**config.mk**
```make
export PLATFORM = sky130hd
export DESIGN_NAME = seg7_display_arbiter_flat
export DESIGN_NICKNAME = d
export VERILOG_FILES = /design/src/rtl/seg7_display_arbiter_if.sv /design/src/rtl/seg7_display_arbiter.sv /design/src/flat_wrapper.sv
export SDC_FILE = /design/constraint.sdc
export NUM_CORES = 1
export LEC_CHECK = 0
export ABC_AREA = 1
export CORE_ASPECT_RATIO = 0.8
export CORE_MARGIN = 4
export CORE_UTILIZATION = 50
export DETAILED_ROUTE_END_ITERATION = 8
export PLACE_DENSITY = 0.81
export SYNTH_ARGS = -nofsm -noshare
export SYNTH_HDL_FRONTEND = slang
export SYNTH_SLANG_ARGS = --single-unit
```
**constraint.sdc**
```tcl
create_clock -name clk -period 2.08 [get_ports clk]
set_input_delay 0.416 -clock clk [delete_from_list [all_inputs] [get_ports clk]]
set_output_delay 0.416 -clock clk [all_outputs]
set_load 0.05 [all_outputs]
```
**src/rtl/seg7_display_arbiter_if.sv**
```systemverilog
// Bundle between the digit sources and the shared 7-segment display arbiter.
//
// Handshake: req[i] is a level "valid" owned by source i, and grant[i] is the
// matching "ready/ack". A source keeps req[i] high for as long as it wants the
// display. While grant[i] is high, digit_out carries the code that was latched
// at grant time. Dropping req[i] while granted releases the display on the
// next edge. digit_vld equals |grant, and done marks the last cycle of a
// dwell that ran to completion.
interface seg7_display_arbiter_if #(
    parameter int NUM_REQ = 4
);
    logic [NUM_REQ-1:0]   req;
    logic [4*NUM_REQ-1:0] digit_in;
    logic [NUM_REQ-1:0]   grant;
    logic [3:0]           digit_out;
    logic                 digit_vld;
    logic                 done;

    // Sources side: drives requests and codes, observes the grant.
    modport master (
        output req,
        output digit_in,
        input  grant,
        input  digit_out,
        input  digit_vld,
        input  done
    );

    // Arbiter side.
    modport slave (
        input  req,
        input  digit_in,
        output grant,
        output digit_out,
        output digit_vld,
        output done
    );
endinterface

```
**src/rtl/seg7_display_arbiter.sv**
```systemverilog
// Round-robin arbiter that shares one 7-segment digit between NUM_REQ sources.
// Each winner holds the display for DWELL_COUNT cycles unless it releases early.
// Its 4-bit code is frozen on digit_out for the whole grant.
module seg7_display_arbiter #(
    parameter int                NUM_REQ     = 4,
    parameter int                CNT_W       = 24,
    parameter logic [CNT_W-1:0]  DWELL_COUNT = 24'd10_000_000
) (
    input  logic                  clk,
    input  logic                  reset,
    seg7_display_arbiter_if.slave bus,
    output logic                  dbg_state
);

    localparam int               PTR_W = $clog2(NUM_REQ);
    localparam logic [CNT_W-1:0] LAST  = DWELL_COUNT - 1'b1;

    typedef enum logic {
        IDLE = 1'b0,
        SHOW = 1'b1
    } state_t;

    state_t             state_q, state_n;
    logic [NUM_REQ-1:0] grant_q, grant_n;
    logic [3:0]         digit_q, digit_n;
    logic               vld_q, vld_n;
    logic               done_q, done_n;
    logic [CNT_W-1:0]   cnt_q, cnt_n;
    logic [PTR_W-1:0]   rr_q, rr_n;

    logic               held;
    logic               last;
    logic               arb;
    logic               found;
    logic [PTR_W-1:0]   win;
    logic [NUM_REQ-1:0] win_onehot;
    logic [3:0]         win_code;

    // Round-robin search starting just after the previous winner; the previous
    // winner is visited last, so it only wins again when it is the sole requester.
    always_comb begin
        found = 1'b0;
        win   = '0;
        for (int i = 1; i <= NUM_REQ; i++) begin
            logic [PTR_W:0] sum;
            logic [PTR_W:0] wrapped;
            sum     = {1'b0, rr_q} + (PTR_W+1)'(i);
            wrapped = (sum >= (PTR_W+1)'(NUM_REQ)) ? sum - (PTR_W+1)'(NUM_REQ) : sum;
            if (!found && bus.req[wrapped[PTR_W-1:0]]) begin
                found = 1'b1;
                win   = wrapped[PTR_W-1:0];
            end
        end
    end

    // Decode the winner into a one-hot grant and select its code.
    always_comb begin
        win_onehot = '0;
        win_code   = '0;
        for (int j = 0; j < NUM_REQ; j++) begin
            if (win == PTR_W'(j)) begin
                win_onehot[j] = 1'b1;
                win_code      = bus.digit_in[4*j +: 4];
            end
        end
    end

    // The current holder still wants the display; grant is never multi-hot.
    assign held = |(bus.req & grant_q);
    assign last = (cnt_q == LAST);
    // Re-arbitrate when idle, on the final dwell cycle, or on an early release.
    assign arb  = (state_q == IDLE) || !held || last;

    // Next-state and next-output logic for the IDLE/SHOW controller.
    always_comb begin
        state_n = state_q;
        grant_n = grant_q;
        digit_n = digit_q;
        vld_n   = vld_q;
        cnt_n   = cnt_q;
        rr_n    = rr_q;
        if (arb) begin
            cnt_n = '0;
            if (found) begin
                state_n = SHOW;
                grant_n = win_onehot;
                digit_n = win_code;
                vld_n   = 1'b1;
                rr_n    = win;
            end else begin
                state_n = IDLE;
                grant_n = '0;
                vld_n   = 1'b0;
            end
        end else begin
            cnt_n = cnt_q + 1'b1;
        end
        // Flag the upcoming last dwell cycle one edge early so done is a flop.
        done_n = (state_n == SHOW) && (cnt_n == LAST);
    end

    // State and output registers with synchronous reset.
    always_ff @(posedge clk) begin
        if (reset) begin
            state_q <= IDLE;
            grant_q <= '0;
            digit_q <= '0;
            vld_q   <= 1'b0;
            done_q  <= 1'b0;
            cnt_q   <= '0;
            rr_q    <= PTR_W'(NUM_REQ - 1);
        end else begin
            state_q <= state_n;
            grant_q <= grant_n;
            digit_q <= digit_n;
            vld_q   <= vld_n;
            done_q  <= done_n;
            cnt_q   <= cnt_n;
            rr_q    <= rr_n;
        end
    end

    assign bus.grant     = grant_q;
    assign bus.digit_out = digit_q;
    assign bus.digit_vld = vld_q;
    // A holder that drops its request on the last cycle is a release, not a
    // completion, so the registered flag is qualified by the live request.
    assign bus.done      = done_q & held;
    assign dbg_state     = (state_q == SHOW);

endmodule

```
**src/flat_wrapper.sv**
```systemverilog
// flat-port wrapper written by rule: the top's interface ports become plain ports
module seg7_display_arbiter_flat 
#(
    parameter int                NUM_REQ     = 4,
    parameter int                CNT_W       = 24,
    parameter logic [CNT_W-1:0]  DWELL_COUNT = 24'd10_000_000
)
  (clk, reset, dbg_state, bus_req, bus_digit_in, bus_grant, bus_digit_out, bus_digit_vld, bus_done);
  seg7_display_arbiter_if #(.NUM_REQ(NUM_REQ)) bus_i ();
  input  logic clk;
  input  logic reset;
  output logic dbg_state;
  input wire logic [$bits(bus_i.req)-1:0] bus_req;
  input wire logic [$bits(bus_i.digit_in)-1:0] bus_digit_in;
  output wire logic [$bits(bus_i.grant)-1:0] bus_grant;
  output wire logic [$bits(bus_i.digit_out)-1:0] bus_digit_out;
  output wire logic [$bits(bus_i.digit_vld)-1:0] bus_digit_vld;
  output wire logic [$bits(bus_i.done)-1:0] bus_done;
  assign bus_i.req = bus_req;
  assign bus_i.digit_in = bus_digit_in;
  assign bus_grant = bus_i.grant;
  assign bus_digit_out = bus_i.digit_out;
  assign bus_digit_vld = bus_i.digit_vld;
  assign bus_done = bus_i.done;
  seg7_display_arbiter #(.NUM_REQ(NUM_REQ), .CNT_W(CNT_W), .DWELL_COUNT(DWELL_COUNT)) u_core (.clk(clk), .reset(reset), .bus(bus_i), .dbg_state(dbg_state));
endmodule
```
======== Word-level counts from Yosys, hierarchy flattened ========
Cells that the tools add are included.
W data, S select, Z words.
word-level totals
  output and inout port bits .............. 11
  input bits .............................. 22
  bits in registers ....................... 37
  logic and storage cells ................. 77
operators by class
  multiplexer cells ....................... 32
  equal/unequal tests ..................... 5
  magnitude comparators ................... 8
  add/sub/neg operators ................... 9
  bitwise operators ....................... 3
  reduce and logical (&&, ||, !) cells .... 13
operators by type and width
  cell                     number
  $eq A24 B24 Y1 const B   2
  $add A24 B1 Y24 const B  1
  $mux W24                 1
  $mux W4                  5
  $mux W2                  8
  $mux W1                  14
  $ge A3 B3 Y1 const B     4
  $lt A2 B3 Y1 const B     4
  $bmux W1 S2              4
  $sub A2 B1 Y2 const B    4
  $add A2 B2 Y3 const B    2
  $and A4 B4 Y4            1
  $eq A2 B2 Y1 const B     2
  $logic_and A1 B1 Y1      4
  $logic_not A1 Y1         4
  $reduce_or A4 Y1         1
  $add A2 B1 Y3 const B    1
  $add A2 B3 Y3 const B    1
  $eq A2 B1 Y1 const B     1
  $logic_not A2 Y1         1
  $logic_or A1 B1 Y1       2
  $reduce_and A2 Y1        1
  $and A1 B1 Y1            1
  $not A1 Y1               1

======== Depth between registers and ports, before layout ========
Gate-level depths: netlist of the first run.
  word-level depth ........................ 20
  mapped depth ............................ 17
  mapped depth without buffers ............ 15

======== Worst setup path before layout of the first run ========
No wires, ideal clock.
  kind .................................... reg-to-output
  start ................................... register u_core.grant_q[0], in the netlist u_core.bus.grant[0]
  end ..................................... output port bus_done
  cell stages (with the launch flop) ...... 5
  data arrival time ....................... 1.488 ns
  path buffers ............................ 0
  slack ................................... 0.176 ns
  data required time ...................... 1.664 ns
  cells stage by stage .................... dfxtp_1 > nand2_1 > nand2_1 > nor2_1 > nor2_1
on the way
  longest elaborated chain between the ends .. 3
RTL lines
  what                      line                         source
  start: declaration        seg7_display_arbiter.sv:24   logic [NUM_REQ-1:0] grant_q, grant_n;
  start signal: assignment  seg7_display_arbiter.sv:114  grant_q <= grant_n;
  $and A4 B4 Y4             seg7_display_arbiter.sv:69   assign held = |(bus.req & grant_q);
  $reduce_or A4 Y1          seg7_display_arbiter.sv:69
  $and A1 B1 Y1             seg7_display_arbiter.sv:128  assign bus.done = done_q & held;
  end: declaration          flat_wrapper.sv:18           output wire logic [$bits(bus_i.done)-1:0] bus_done;
Every way passes these cells.

======== Worst setup path in the final report of the first run ========
  start ................................... register u_core.grant_q[0], in the netlist u_core.bus.grant[0]
  end ..................................... output port bus_grant[0]
RTL lines
  what              line                source
  end: declaration  flat_wrapper.sv:15  output wire logic [$bits(bus_i.grant)-1:0] bus_grant;
No word-level cell between the ends.

==> impl_metrics.tcl, run 1 <==
set metrics [dict create \
    drc 0 \
    antenna_found_initial 0 \
    synthSimpleGateAreaFrac 0.477 \
    synthesized_area_fraction_occupied_by_ao_oa_aoi_and_oai_cells 0.0803 \
    fin_worst_skew_ns 0.00415 \
    netlist.top_cell.by_area "sky130_fd_sc_hd__dfxtp_1" \
    drt.antenna.violating_nets 0 \
    vdd_drop_max_uv 900 \
    worstPathBufferInverterCount 1 \
    drive_above_1_share 0.174 \
    achievable-frequency_ghz 0.520 \
    die_area_um2 5980 \
    die_w_um 85.4 \
    netlist-cell-type-count 30 \
    worstPathArrival_ns 1.51 \
    clk_root_buffer_cell "sky130_fd_sc_hd__clkbuf_8" \
    worst_ep_required_time_ns 1.66 \
    biggest_cell_delay_along_the_critical_path_ns 0.83 \
    floorplan.core_area_um2 4620 \
    multiplexer_share_of_the_synthesized_area 0 \
    synth_ff_type "sky130_fd_sc_hd__dfxtp_1" \
    post-place-cells 503 \
    syn-instance-count 395 \
    worst_slew_slack_as_a_fraction_of_its_limit 0.665 \
    timing_worst_slew_pin_value_ns 0.501 \
    syn_area_um2 2400 \
    rows 22 \
    synthTopCellsByCount "sky130_fd_sc_hd__nand2_1, sky130_fd_sc_hd__nor2_1, sky130_fd_sc_hd__inv_1, sky130_fd_sc_hd__nand3_1, sky130_fd_sc_hd__dfxtp_1" \
    number_of_global_route_vias_before_repair 2291 \
    finalCritPeriodShare 0.925 \
    gp_congestion 0.922 \
    synth_fp_nets 418 \
    multi_input_comb_area_um2 1480 \
    cp_slowest_cell "sky130_fd_sc_hd__clkdlybuf4s50_1" \
    detail_route.wl_per_cell_um 12.8 \
    gr-usage-all-layers 0.208 \
    cts.clk_slew.worst_paths_ns 0.08 \
    worst_setup_path_start_kind "flip-flop" \
    power.density_cell_area_nw_per_um2 1140 \
    max-clock-path-buffers 2 \
    grt_first_pass_wirelength_um 10200 \
    post_cts_hold_buffer_count 0 \
    instances_no_fill 513 \
    portBuffers 32 \
    end_kind "output pin" \
    cts.sinks 37 \
    cts_tree "built" \
    timing.final.setup_violations 0 \
    critical_path_peak_fanout 3 \
    synth_top_area_frac 0.309 \
    synth_area_leaders "sky130_fd_sc_hd__dfxtp_1, sky130_fd_sc_hd__nand2_1, sky130_fd_sc_hd__nor2_1" \
    synthArstFlopShare 0 \
    die_height_um 70.0 \
    htreeDepth 2 \
    post_synth_fa_ha_maj_area_fraction 0.00522 \
    inserted_clock_buffers 5 \
    synth.yosys.warnings 0 \
    outcome "complete, no violations" \
    critical-path-top-delay-family "buffers and inverters" \
    synth_most_common_cell "sky130_fd_sc_hd__nand2_1" \
    syn_to_final_growth_pct 30.0 \
    final_period_minus_worst_setup_slack_ns 1.92 \
    ys_ff_latch 37 \
    hold_viol_final 0 \
    seq_area_frac_synth 0.309 \
    path_cells "clkdlybuf4s50_1" \
    first_iter_violations 178 \
    main_combinational_cell_family_by_area_after_synthesis "simple AND/OR/NAND/NOR gates" \
    grt_max_degree 20 \
    fillerInstances 421 \
    drt_pass1_iterations 5 \
    slew_viol_final 0 \
    p_leak_uw 0.00136 \
    seqCellArea_um2 749 \
    synth.avg_cell_area_um2 6.07 \
    via_per_instance_ratio 5.17 \
    antenna_cells_inserted 0 \
    hold_class "reg2reg" \
    hold_ws_ns 0.447 \
    initial_utilization 0.519 \
    place_hpwl_um 4890 \
    final_net_count 475 \
    synth_xor_area_frac 0.0219 \
    number_of_top_level_design_ports 33 \
    grt_remaining_overflow 0 \
    maxCapViolCount 0 \
    worstSetupPathType "reg2out" \
    via_count 2650 \
    synth_edf_count 0 \
    insertion_delay_ns 0.29 \
    totalWireLength_um 6580 \
]
==> routing by layer <==
metal,GRT usage,share of wire,vias up
met5,0,0,-
met4,0.0545,0.012,0
met3,0.0495,0.073,11
met2,0.306,0.43,98
met1,0.303,0.49,1187
li1,-,-,1354
==> cell families (layout without fill, tap and decap cells) <==
group | count (synthesis) | in the layout
compound gates | 29 | 30
xor+xnor | 6 | 6
fa+ha+maj | 1 | 1
buf+inv | 61 | 118
flops | 37 | 37
simple gates | 261 | 261
==> timing repair <==
item,CTS,global route
setup buffers,0,1
pin swaps,0,8
setup endpoints to repair,1,24
gates resized for setup,2,26
cloned,0,1
==> where the power goes <==
part / switching, µW / internal, µW / total, µW
combinational: 1350 / 814 / 2160
sequential: 88.8 / 806 / 894
clock: 263 / 231 / 494
total: 1700 / 1850 / 3550
==> final timing paths <==
kind	from	endpoint	slack (ns)	depth (start not counted)
worst max-delay path	u_core.bus.grant[0]$_SDFFE_PP0N_	bus_grant[0]	0.16	1
worst max register to register	u_core.cnt_q[0]$_SDFF_PP0_	u_core.done_q$_SDFF_PP0_	0.16	14
worst min register to register	u_core.cnt_q[0]$_SDFF_PP0_	u_core.cnt_q[0]$_SDFF_PP0_	0.45	1
worst min-delay path	u_core.cnt_q[0]$_SDFF_PP0_	u_core.cnt_q[0]$_SDFF_PP0_	0.45	1
==> flip-flops by register name (all words and copies together) (netlist names) <==
register / flops
u_core.bus.grant: 4
u_core.rr_q: 2
u_core.done_q: 1
u_core.dbg_state: 1
u_core.bus.digit_out: 4
u_core.cnt_q: 24
u_core.bus.digit_vld: 1
==> metrics by stage <==
stage               setup WS (ns)  power, µW   TNS, ns  instance area (µm²)   util
floorplan                   0.176       2410         0                 2400      -
global route             -0.00362       3800  -0.00362                 3120  0.675
global placement           -0.359       2940     -5.34                 2930  0.633
finish                      0.157       3550         0                 3120  0.675
detailed placement         -0.323       2970     -5.47                 2930  0.633
CTS                        0.0240       3480         0                 3020  0.653
==> cell usage in the layout (no fill, tap or decap) <==
cell type | synthesis | layout
sky130_fd_sc_hd__inv_1 | 49 | 49
sky130_fd_sc_hd__nand2_1 | 120 | 117
sky130_fd_sc_hd__o21ai_4 | 1 | 1
sky130_fd_sc_hd__nor2_4 | 1 | 4
sky130_fd_sc_hd__inv_2 | 4 | 4
sky130_fd_sc_hd__nand2_4 | 1 | 1
sky130_fd_sc_hd__buf_4 | 0 | 24
sky130_fd_sc_hd__o21ai_2 | 0 | 1
sky130_fd_sc_hd__nand4_1 | 7 | 7
sky130_fd_sc_hd__nand3b_1 | 4 | 4
sky130_fd_sc_hd__dfxtp_2 | 0 | 1
sky130_fd_sc_hd__dlymetal6s2s_1 | 0 | 4
sky130_fd_sc_hd__nand3_1 | 38 | 36
sky130_fd_sc_hd__clkbuf_8 | 0 | 5
sky130_fd_sc_hd__xor2_1 | 6 | 6
sky130_fd_sc_hd__nor4_1 | 1 | 1
sky130_fd_sc_hd__inv_4 | 1 | 1
sky130_fd_sc_hd__clkinvlp_4 | 0 | 1
sky130_fd_sc_hd__nor2_8 | 1 | 1
sky130_fd_sc_hd__clkdlybuf4s50_1 | 0 | 27
sky130_fd_sc_hd__a21oi_2 | 4 | 5
sky130_fd_sc_hd__ha_4 | 0 | 1
sky130_fd_sc_hd__nor3_1 | 9 | 8
sky130_fd_sc_hd__nand2_2 | 10 | 13
sky130_fd_sc_hd__o21ai_0 | 8 | 8
sky130_fd_sc_hd__o31ai_1 | 4 | 4
sky130_fd_sc_hd__nand3_2 | 2 | 4
sky130_fd_sc_hd__clkinv_2 | 0 | 2
sky130_fd_sc_hd__nor2_2 | 1 | 5
sky130_fd_sc_hd__dfxtp_4 | 0 | 2
sky130_fd_sc_hd__o21ai_1 | 6 | 5
sky130_fd_sc_hd__dfxtp_1 | 37 | 34
sky130_fd_sc_hd__a21oi_1 | 5 | 5
sky130_fd_sc_hd__buf_12 | 0 | 1
sky130_fd_sc_hd__a21oi_4 | 1 | 1
sky130_fd_sc_hd__nor2_1 | 66 | 59
sky130_fd_sc_hd__nor3_2 | 0 | 1
==> area by class of cell <==
cell class | instances | share of cell area
Clock buffer | 5 | 0.0221
Clock inverter | 3 | 0.00562
Inverter | 54 | 0.0658
Multi-Input combinational cell | 298 | 0.475
Sequential cell | 37 | 0.240
Tap cell | 60 | 0.0241
Timing Repair Buffer | 56 | 0.167
Note: power is estimated with default switching activity, not from simulation.
==> run 2: changes to the inputs <==
--- a/config.mk
+++ b/config.mk
@@ -6,6 +6,7 @@
 export NUM_CORES = 1
 export LEC_CHECK = 0
 export ABC_AREA = 1
+export CAP_MARGIN = 20
 export CORE_ASPECT_RATIO = 0.8
 export CORE_MARGIN = 4
 export CORE_UTILIZATION = 50
==> results of run 2 <==
The final DEF is identical to that of run 1; final timing and power are the same.
==> run 3: changes to the inputs <==
--- a/config.mk
+++ b/config.mk
@@ -6,12 +6,12 @@
 export NUM_CORES = 1
 export LEC_CHECK = 0
 export ABC_AREA = 1
-export CAP_MARGIN = 20
+export CAP_MARGIN = 10
 export CORE_ASPECT_RATIO = 0.8
 export CORE_MARGIN = 4
 export CORE_UTILIZATION = 50
 export DETAILED_ROUTE_END_ITERATION = 8
-export PLACE_DENSITY = 0.81
+export PLACE_DENSITY_LB_ADDON = 0.25
 export SYNTH_ARGS = -nofsm -noshare
 export SYNTH_HDL_FRONTEND = slang
 export SYNTH_SLANG_ARGS = --single-unit
==> run 3 against run 2 <==
  * Largest power group unchanged
  * Largest cell class unchanged
  * Highest routed layer unchanged
  * Critical endpoint is now u_core.bus.digit_out[1]$_SDFFE_PP0P_
  * Critical path depth is 12 higher
  * Utilization is 3.2 points higher
  * Via count is 3.9% higher
  * Sequential share of layout area is 1.2 points lower
  * Power is 21% higher
  * Global-route usage is 2.3 points higher
  * Flip-flop and latch count stayed put
  * Design area is 4.7% higher
==> impl_metrics.tcl, run 3 (synthesis gave the netlist of run 1 again) <==
set metrics [dict create \
    gp_congestion 0.947 \
    final_critical_path_setup_slack_ns 0.0519 \
    outcome "complete, no violations" \
    antenna_found_initial 0 \
    cts.sinks 37 \
    number_of_top_level_design_ports 33 \
    hold_viol_final 0 \
    end_kind "flip-flop" \
    post-place-cells 502 \
    first_iter_violations 301 \
    drt_pass1_iterations 5 \
    final_period_minus_worst_setup_slack_ns 2.03 \
    cts.clk_slew.worst_paths_ns 0.08 \
    die_w_um 85.4 \
    die_area_um2 5980 \
    largest-register "u_core.cnt_q" \
    finalCritPeriodShare 0.975 \
    initial_utilization 0.519 \
    worstPathArrival_ns 2.22 \
    final_net_count 479 \
    detail_route.wl_per_cell_um 14.5 \
    drive_above_1_share 0.214 \
    worstSetupPathType "in2reg" \
    totalWireLength_um 7500 \
    largest_register_ffs 24 \
    timing.hold.worst.start "u_core.cnt_q[0]$_SDFF_PP0_" \
    fillerInstances 415 \
    portBuffers 32 \
    dpl-instance-area_um2 2930 \
    number_of_global_route_vias_before_repair 2498 \
    mostFrequentLayoutCell "sky130_fd_sc_hd__nand2_1" \
    timing.reg2reg.setup_slack_ns 0.17 \
    grt_setup_unrepaired "true" \
    gr-usage-all-layers 0.231 \
    grt_first_pass_wirelength_um 11200 \
    vdd_drop_max_uv 1130 \
    maxCapViolCount 0 \
    inserted_clock_buffers 5 \
    via_count 2753 \
    area_of_all_placed_cells_without_fillers_um2 3270 \
    timing_worst_slew_pin_value_ns 0.509 \
    clk_root_buffer_cell "sky130_fd_sc_hd__clkbuf_8" \
    dp_slack_ns -0.352 \
    hold_class "reg2reg" \
    timing.final.setup_violations 0 \
    floorplan.core_area_um2 4620 \
    rows 22 \
    r2r-start "u_core.rr_q[1]$_SDFFE_PP1P_" \
    fin_worst_skew_ns 0.0101 \
    worst_ep_required_time_ns 2.27 \
    place_hpwl_um 5120 \
    instances_no_fill 517 \
    insertion_delay_ns 0.30 \
    cts_tree "built" \
    achievable-frequency_ghz 0.493 \
    worst_slew_slack_as_a_fraction_of_its_limit 0.660 \
    syn_to_final_growth_pct 36.2 \
    total_power_uw 4290 \
    startpoint "bus_req[1]" \
    slew_viol_final 0 \
    via_per_instance_ratio 5.32 \
    p_leak_uw 0.00140 \
    htreeDepth 2 \
    worst_setup_path_start_kind "input pin" \
    drc 0 \
    layout.cells.most_common_list "sky130_fd_sc_hd__nand2_1, sky130_fd_sc_hd__nor2_1, sky130_fd_sc_hd__inv_1" \
    drt.antenna.violating_nets 0 \
    antenna_cells_inserted 0 \
    grt_remaining_overflow 0 \
    critical_path_peak_fanout 5 \
    max-clock-path-buffers 2 \
    grt_max_degree 20 \
    post_cts_hold_buffer_count 0 \
    die_height_um 70.0 \
    power.density_cell_area_nw_per_um2 1310 \
]
## run 3: cell types whose count changed in the layout (fill, tap and decap cells not counted), moves of 3 or more
cell and delta:
sky130_fd_sc_hd__nand2_2 +7, sky130_fd_sc_hd__nand2_4 +3, sky130_fd_sc_hd__dfxtp_2 +3, sky130_fd_sc_hd__nand2_1 -10, sky130_fd_sc_hd__nor2_2 +3
## run 3: final timing paths
check,endpoint,depth (start not counted)
min,u_core.cnt_q[0]$_SDFF_PP0_,1
max reg2reg,u_core.bus.digit_out[2]$_SDFFE_PP0P_,12
min reg2reg,u_core.cnt_q[0]$_SDFF_PP0_,1
max,u_core.bus.digit_out[1]$_SDFFE_PP0P_,13
## run 3: cell type report
class / instances / area, µm² / area share
multi-input combinational: 300 / 1570 / 0.481
clock inverter: 2 / 37.5 / 0.0115
tap: 60 / 75.1 / 0.0230
timing repair buffer: 58 / 543 / 0.166
inverter: 54 / 213 / 0.0651
sequential: 37 / 746 / 0.228
clock buffer: 6 / 82.6 / 0.0253
## run 3: worst max-delay path, stage by stage
cell and delay (ns):
sky130_fd_sc_hd__clkdlybuf4s50_1 0.48, sky130_fd_sc_hd__nand2_1 0.16, sky130_fd_sc_hd__nand3_1 0.11, sky130_fd_sc_hd__nand2_2 0.10, sky130_fd_sc_hd__inv_2 0.06, sky130_fd_sc_hd__nor2_8 0.16
sky130_fd_sc_hd__nand2_4 0.10, sky130_fd_sc_hd__nor2_4 0.20, sky130_fd_sc_hd__a21oi_4 0.07, sky130_fd_sc_hd__o21ai_1 0.15, sky130_fd_sc_hd__nand3_1 0.08, sky130_fd_sc_hd__nand2_1 0.08
sky130_fd_sc_hd__a21oi_2 0.05
## run 3: per-layer routing
metal  share of wire  wire length [µm]  up-vias  global-route usage
met3           0.079               596       11              0.0625
met4           0.015               109        0              0.0598
met1            0.46              3450     1252               0.324
li1                -                 -     1365                   -
met5               0                 0        -                   0
met2            0.45              3350      125               0.349
## run 3: report_power, final
group / switching, µW / leakage (µW) / internal (µW)
clock network: 268 / 0.0000574 / 390
registers: 86.7 / 0.000302 / 801
logic: 1720 / 0.00104 / 1030
## run 3: timing repair
item / in CTS / in global routing
setup endpoints to repair: 5 / 18
setup buffers: 0 / 4
resized for setup: 1 / 47
gates cloned: 0 / 3
pin swaps: 0 / 13
## run 3: stage by stage
step | setup TNS (ns) | hold slack [ns] | util
after floorplan | 0 | 0.417 | -
after global placement | -2.76 | 0.432 | 0.634
after detailed placement | -3.71 | 0.439 | 0.634
after CTS | 0 | 0.457 | 0.660
after global routing | -0.0609 | 0.443 | 0.706
final | 0 | 0.419 | 0.706
==> variant 1: new RTL, flow settings as in run 2 <==
`DWELL_COUNT` is set to 24'd10_000_000 in 2 places; all go to 24'd5000000.
--- a/src/rtl/seg7_display_arbiter.sv
+++ b/src/rtl/seg7_display_arbiter.sv
@@ -4,7 +4,7 @@
 module seg7_display_arbiter #(
     parameter int                NUM_REQ     = 4,
     parameter int                CNT_W       = 24,
-    parameter logic [CNT_W-1:0]  DWELL_COUNT = 24'd10_000_000
+    parameter logic [CNT_W-1:0]  DWELL_COUNT = 24'd5000000
 ) (
     input  logic                  clk,
     input  logic                  reset,
--- a/src/flat_wrapper.sv
+++ b/src/flat_wrapper.sv
@@ -3,7 +3,7 @@
 #(
     parameter int                NUM_REQ     = 4,
     parameter int                CNT_W       = 24,
-    parameter logic [CNT_W-1:0]  DWELL_COUNT = 24'd10_000_000
+    parameter logic [CNT_W-1:0]  DWELL_COUNT = 24'd5000000
 )
   (clk, reset, dbg_state, bus_req, bus_digit_in, bus_grant, bus_digit_out, bus_digit_vld, bus_done);
   seg7_display_arbiter_if #(.NUM_REQ(NUM_REQ)) bus_i ();
Formal check against the unedited RTL: no difference found for any inputs over 10 cycles, from zero or initial values and one cycle with reset high; that may be too few to reach the edited logic, so the function may still have changed.
==> variant 1 against run 2 <==
Combinational power rose by 2%; area after synthesis shrank 0.16%; fmax up 0.58%; routed wire length down 4.5%; cell area shrank 0.56%; worst setup slack improved by 0.011 ns; total power is 0.68% higher; global-route usage up 1.2 points; die area is 0.14% lower; sequential cell count did not move.
==> variant 1: results (changes against run 2) <==
[outcome] outcome complete, no violations [unchanged]
[place] Detail Placement HPWL 5060 um [was 4890 um]
[synthesis] unique cell type count in the Yosys netlist 34 [was 30]
[power_and_ir_drop] Peak supply drop 0.000841 V [was 0.000900 V]
[detailed_routing] DR vias 2628 [was 2650]
[detailed_routing] met3 wire length 365 um [was 483 um]
[synthesis] main area contributors after synthesis sky130_fd_sc_hd__dfxtp_1 (31%), sky130_fd_sc_hd__nand2_1 (18%), sky130_fd_sc_hd__nor2_1 (9.6%) [was sky130_fd_sc_hd__dfxtp_1 (31%), sky130_fd_sc_hd__nand2_1 (19%), sky130_fd_sc_hd__nor2_1 (10%)]
[global_routing] number of global-route vias before repair 2428 [was 2291]
[power_and_ir_drop] power share of the combinational group 61.7% [was 60.9%]
[sta] setup clock skew after layout 0.00446 ns [was 0.00415 ns]
[power_and_ir_drop] overall power after layout 3.58 mW [was 3.55 mW]
[global_routing] GRT met1 Usage 29.7% [was 30.3%]
[sta] Slew @ Worst Pin 0.513 ns [was 0.501 ns]
[final_layout] post-route insts no fill 512 [was 513]
[place] dpl cell area 2990 um^2 [was 2930 um^2]
[global_routing] met2 Track Usage GR 35.6% [was 30.6%]
[synthesis] commonest cells in the synthesized netlist sky130_fd_sc_hd__nand2_1 (118), sky130_fd_sc_hd__nor2_1 (61), sky130_fd_sc_hd__inv_1 (49), sky130_fd_sc_hd__nand3_1 (40), sky130_fd_sc_hd__dfxtp_1 (37) [was sky130_fd_sc_hd__nand2_1 (120), sky130_fd_sc_hd__nor2_1 (66), sky130_fd_sc_hd__inv_1 (49), sky130_fd_sc_hd__nand3_1 (38), sky130_fd_sc_hd__dfxtp_1 (37)]
[final_layout] fraction of final layout cells sized beyond drive strength 1 15.0% [was 17.4%]
[synthesis] gate count after technology mapping 393 [was 395]
[detailed_routing] routed length per instance 12.3 um [was 12.8 um]
[power_and_ir_drop] net switching power 1.65 mW [was 1.70 mW]
[worst_setup_path] CP delay by family, top simple AND/OR/NAND/NOR gates [was buffers and inverters]
[worst_setup_path] crit path DAT 2.13 ns [was 1.51 ns]
[global_routing] met3 Use GR 4.25% [was 4.95%]
[place] GPL Wtd Cong 0.938 [was 0.922]
[detailed_routing] met2 wirelength from detailed routing 2910 um [was 2810 um]
[global_routing] maximum number of pins on one net before global-route repair 14 [was 20]
[final_layout] filler instances 411 [was 421]
[power_and_ir_drop] sequential power 874 uW [was 894 uW]
[detailed_routing] DRT Pass-1 Iters 4 [was 5]
-- variant 1: cell types whose count changed in the layout (fill, tap and decap cells not counted), moves of 2 or more --
cell | run 2 | this run
sky130_fd_sc_hd__nand4_1 | 7 | 5
sky130_fd_sc_hd__inv_2 | 4 | 6
sky130_fd_sc_hd__dfxtp_4 | 2 | 0
sky130_fd_sc_hd__buf_12 | 1 | 3
sky130_fd_sc_hd__clkinv_2 | 2 | 0
sky130_fd_sc_hd__nand3_1 | 36 | 40
sky130_fd_sc_hd__o31ai_1 | 4 | 2
sky130_fd_sc_hd__o21ai_0 | 8 | 10
sky130_fd_sc_hd__nand2_2 | 13 | 6
sky130_fd_sc_hd__o21ai_1 | 5 | 2
sky130_fd_sc_hd__dfxtp_1 | 34 | 37
-- variant 1: layout make-up --
cell class	count	area [um^2]	share of cell area [%]
Tap cell	60	75.1	2.42
Inverter	58	225	7.26
Clock buffer	7	86.3	2.78
Timing Repair Buffer	57	549	17.7
Multi-Input combinational cell	293	1430	45.9
Sequential cell	37	741	23.9
-- variant 1: final timing paths --
path                            slack [ns]                  startpoint                    endpoint
worst max-delay path                  0.17  u_core.cnt_q[7]$_SDFF_PP0_    u_core.done_q$_SDFF_PP0_
worst max register to register        0.17  u_core.cnt_q[7]$_SDFF_PP0_    u_core.done_q$_SDFF_PP0_
worst min register to register        0.45  u_core.cnt_q[0]$_SDFF_PP0_  u_core.cnt_q[0]$_SDFF_PP0_
worst min-delay path                  0.45  u_core.cnt_q[0]$_SDFF_PP0_  u_core.cnt_q[0]$_SDFF_PP0_
-- variant 1: kinds of logic after synthesis --
group	Yosys count	synth area share (%)
simple gates	259	49.0
buf+inv	63	10.4
flops	37	30.9
compound gates	26	6.53
xor+xnor	7	2.56
fa+ha+maj	1	0.522
==> variant 2: new RTL, settings of run 2 <==
Without the edit above. Put a register stage on the output `dbg_state`, without a reset. The value now appears one clock later. The other outputs are not delayed to match.
--- a/src/rtl/seg7_display_arbiter.sv
+++ b/src/rtl/seg7_display_arbiter.sv
@@ -126,7 +126,9 @@
     // A holder that drops its request on the last cycle is a release, not a
     // completion, so the registered flag is qualified by the live request.
     assign bus.done      = done_q & held;
-    assign dbg_state     = (state_q == SHOW);
+    always_ff @(posedge clk) begin
+        dbg_state <= (state_q == SHOW);
+    end
 
 endmodule
 
Behaviour: not the same (Yosys sat finds a counterexample within 4 cycles, from zero or initial values and one cycle with reset high).
==> variant 2 against run 2 <==
Total power rose by 12%; synthesized cell count up 0.25%; clock skew shrank 0.00093 ns; worst setup slack got worse by 0.065 ns; fmax decreased by 3.3%; routed wire length fell by 1.7%; cell area rose by 2.2%; area after synthesis increased by 0.83%; sequential cell count rose by 1.
==> variant 2: results (changes against run 2) <==
[outcome] outcome complete, no violations [unchanged]
[place] Detail Placement HPWL 4840 um [was 4890 um]
[synthesis] proportion of synthesized chip area in sequential cells 31.5% [was 30.9%]
[worst_setup_path] startpoint of the most critical register-to-register path u_core.rr_q[0]$_SDFFE_PP1P_ [was u_core.cnt_q[0]$_SDFF_PP0_]
[synthesis] main area contributors after synthesis sky130_fd_sc_hd__dfxtp_1 (31%), sky130_fd_sc_hd__nand2_1 (19%), sky130_fd_sc_hd__nor2_1 (10%) [unchanged]
[place] post-placement setup slack -0.223 ns [was -0.323 ns]
[detailed_routing] DRT Pass-1 Iters 4 [was 5]
[sta] setup clock skew after layout 0.00321 ns [was 0.00415 ns]
[global_routing] met2 Track Usage GR 34.2% [was 30.6%]
[worst_setup_path] Reg2Reg Depth 15 [was 14]
[detailed_routing] starting DRC count in detailed routing 192 [was 178]
[hold_path] Hold Path Sink u_core.dbg_state$_DFF_P_ [was u_core.cnt_q[0]$_SDFF_PP0_]
[power_and_ir_drop] fraction of power spent switching nets 44.5% [was 47.9%]
[place] GPL Wtd Cong 1.03 [was 0.922]
[global_routing] number of global-route vias before repair 2551 [was 2291]
[worst_setup_path] timing startpoint of the critical path bus_req[2] [was u_core.bus.grant[0]$_SDFFE_PP0N_]
[place] dpl cell area 2990 um^2 [was 2930 um^2]
[synthesis] commonest cells in the synthesized netlist sky130_fd_sc_hd__nand2_1 (120), sky130_fd_sc_hd__nor2_1 (66), sky130_fd_sc_hd__inv_1 (49), sky130_fd_sc_hd__dfxtp_1 (38), sky130_fd_sc_hd__nand3_1 (38) [was sky130_fd_sc_hd__nand2_1 (120), sky130_fd_sc_hd__nor2_1 (66), sky130_fd_sc_hd__inv_1 (49), sky130_fd_sc_hd__nand3_1 (38), sky130_fd_sc_hd__dfxtp_1 (37)]
[synthesis] Post-Synthesis Net Count 419 [was 418]
[power_and_ir_drop] leak pwr 1.39 nW [was 1.36 nW]
[worst_setup_path] critical path endpoint bus_done [was bus_grant[0]]
[global_routing] global-route wire length before repair 11000 um [was 10200 um]
[sta] Fmax 503 MHz [was 520 MHz]
[final_layout] number of nets at the end of the flow 479 [was 475]
[worst_setup_path] largest incremental delay on the critical path 0.51 ns [was 0.83 ns]
[sta] Slew @ Worst Pin 0.508 ns [was 0.501 ns]
[global_routing] Overall Global Routing Usage 22.1% [was 20.8%]
[hold_path] worst min-delay path startpoint u_core.state_q$_SDFF_PP0_ [was u_core.cnt_q[0]$_SDFF_PP0_]
[detailed_routing] wirelength, routed 6470 um [was 6580 um]
[worst_setup_path] Reg-to-Reg End u_core.bus.digit_out[0]$_SDFFE_PP0P_ [was u_core.done_q$_SDFF_PP0_]
[worst_setup_path] crit path DAT 1.57 ns [was 1.51 ns]
[power_and_ir_drop] Peak supply drop 0.000983 V [was 0.000900 V]
[variant 2: kinds of logic (layout without fill, tap and decap cells)]
kind of cell	Yosys count	in the layout	share of synthesized area (%)
simple gates	261	262	47.3
buf+inv	61	120	10.6
flops	38	38	31.5
compound gates	29	29	7.97
xor+xnor	6	6	2.17
fa+ha+maj	1	1	0.517
[variant 2: what timing repair did]
| action | CTS | global route |
|---|---|---|
| setup buffers | 0 | 2 |
| setup endpoints to repair | 0 | 13 |
| resized for setup | 0 | 23 |
[variant 2: power groups by stage]
stage	Combinational [mW]	Clock, mW	Sequential, mW
6_report	2.42	0.634	0.915
5_1_grt	2.64	0.678	0.925
4_1_cts	2.22	0.647	0.910
3_5_place_dp	2.21	0	0.924
3_3_place_gp	2.18	0	0.926
2_1_floorplan	1.34	0	1.10
[variant 2: per-stage QoR]
step / TNS (ns) / instances / util (%) / power, mW / hold WS (ns)
floorplan: 0 / 396 / - / 2.44 / 0.331
global placement: -1.37 / 506 / 64.6 / 3.10 / 0.358
detailed placement: -2.23 / 506 / 64.6 / 3.13 / 0.364
CTS: 0 / 513 / 67.0 / 3.78 / 0.376
global route: -0.0258 / 516 / 68.9 / 4.24 / 0.388
finish: 0 / 516 / 68.9 / 3.97 / 0.385
[variant 2: layout make-up]
class / instances / area [um^2]
clock buffers: 6 / 82.6
clock inverters: 1 / 30.0
fillers: 406 / 1440
inverters: 54 / 208
multi-input cells: 298 / 1470
flip-flops and latches: 38 / 763
well taps: 60 / 75.1
repair buffers: 59 / 563
[variant 2: routing by layer]
layer / routed length, um / vias up
met4: 68 / 0
met5: 0 / -
met1: 3140 / 1171
met3: 445 / 7
li1: - / 1359
met2: 2810 / 80
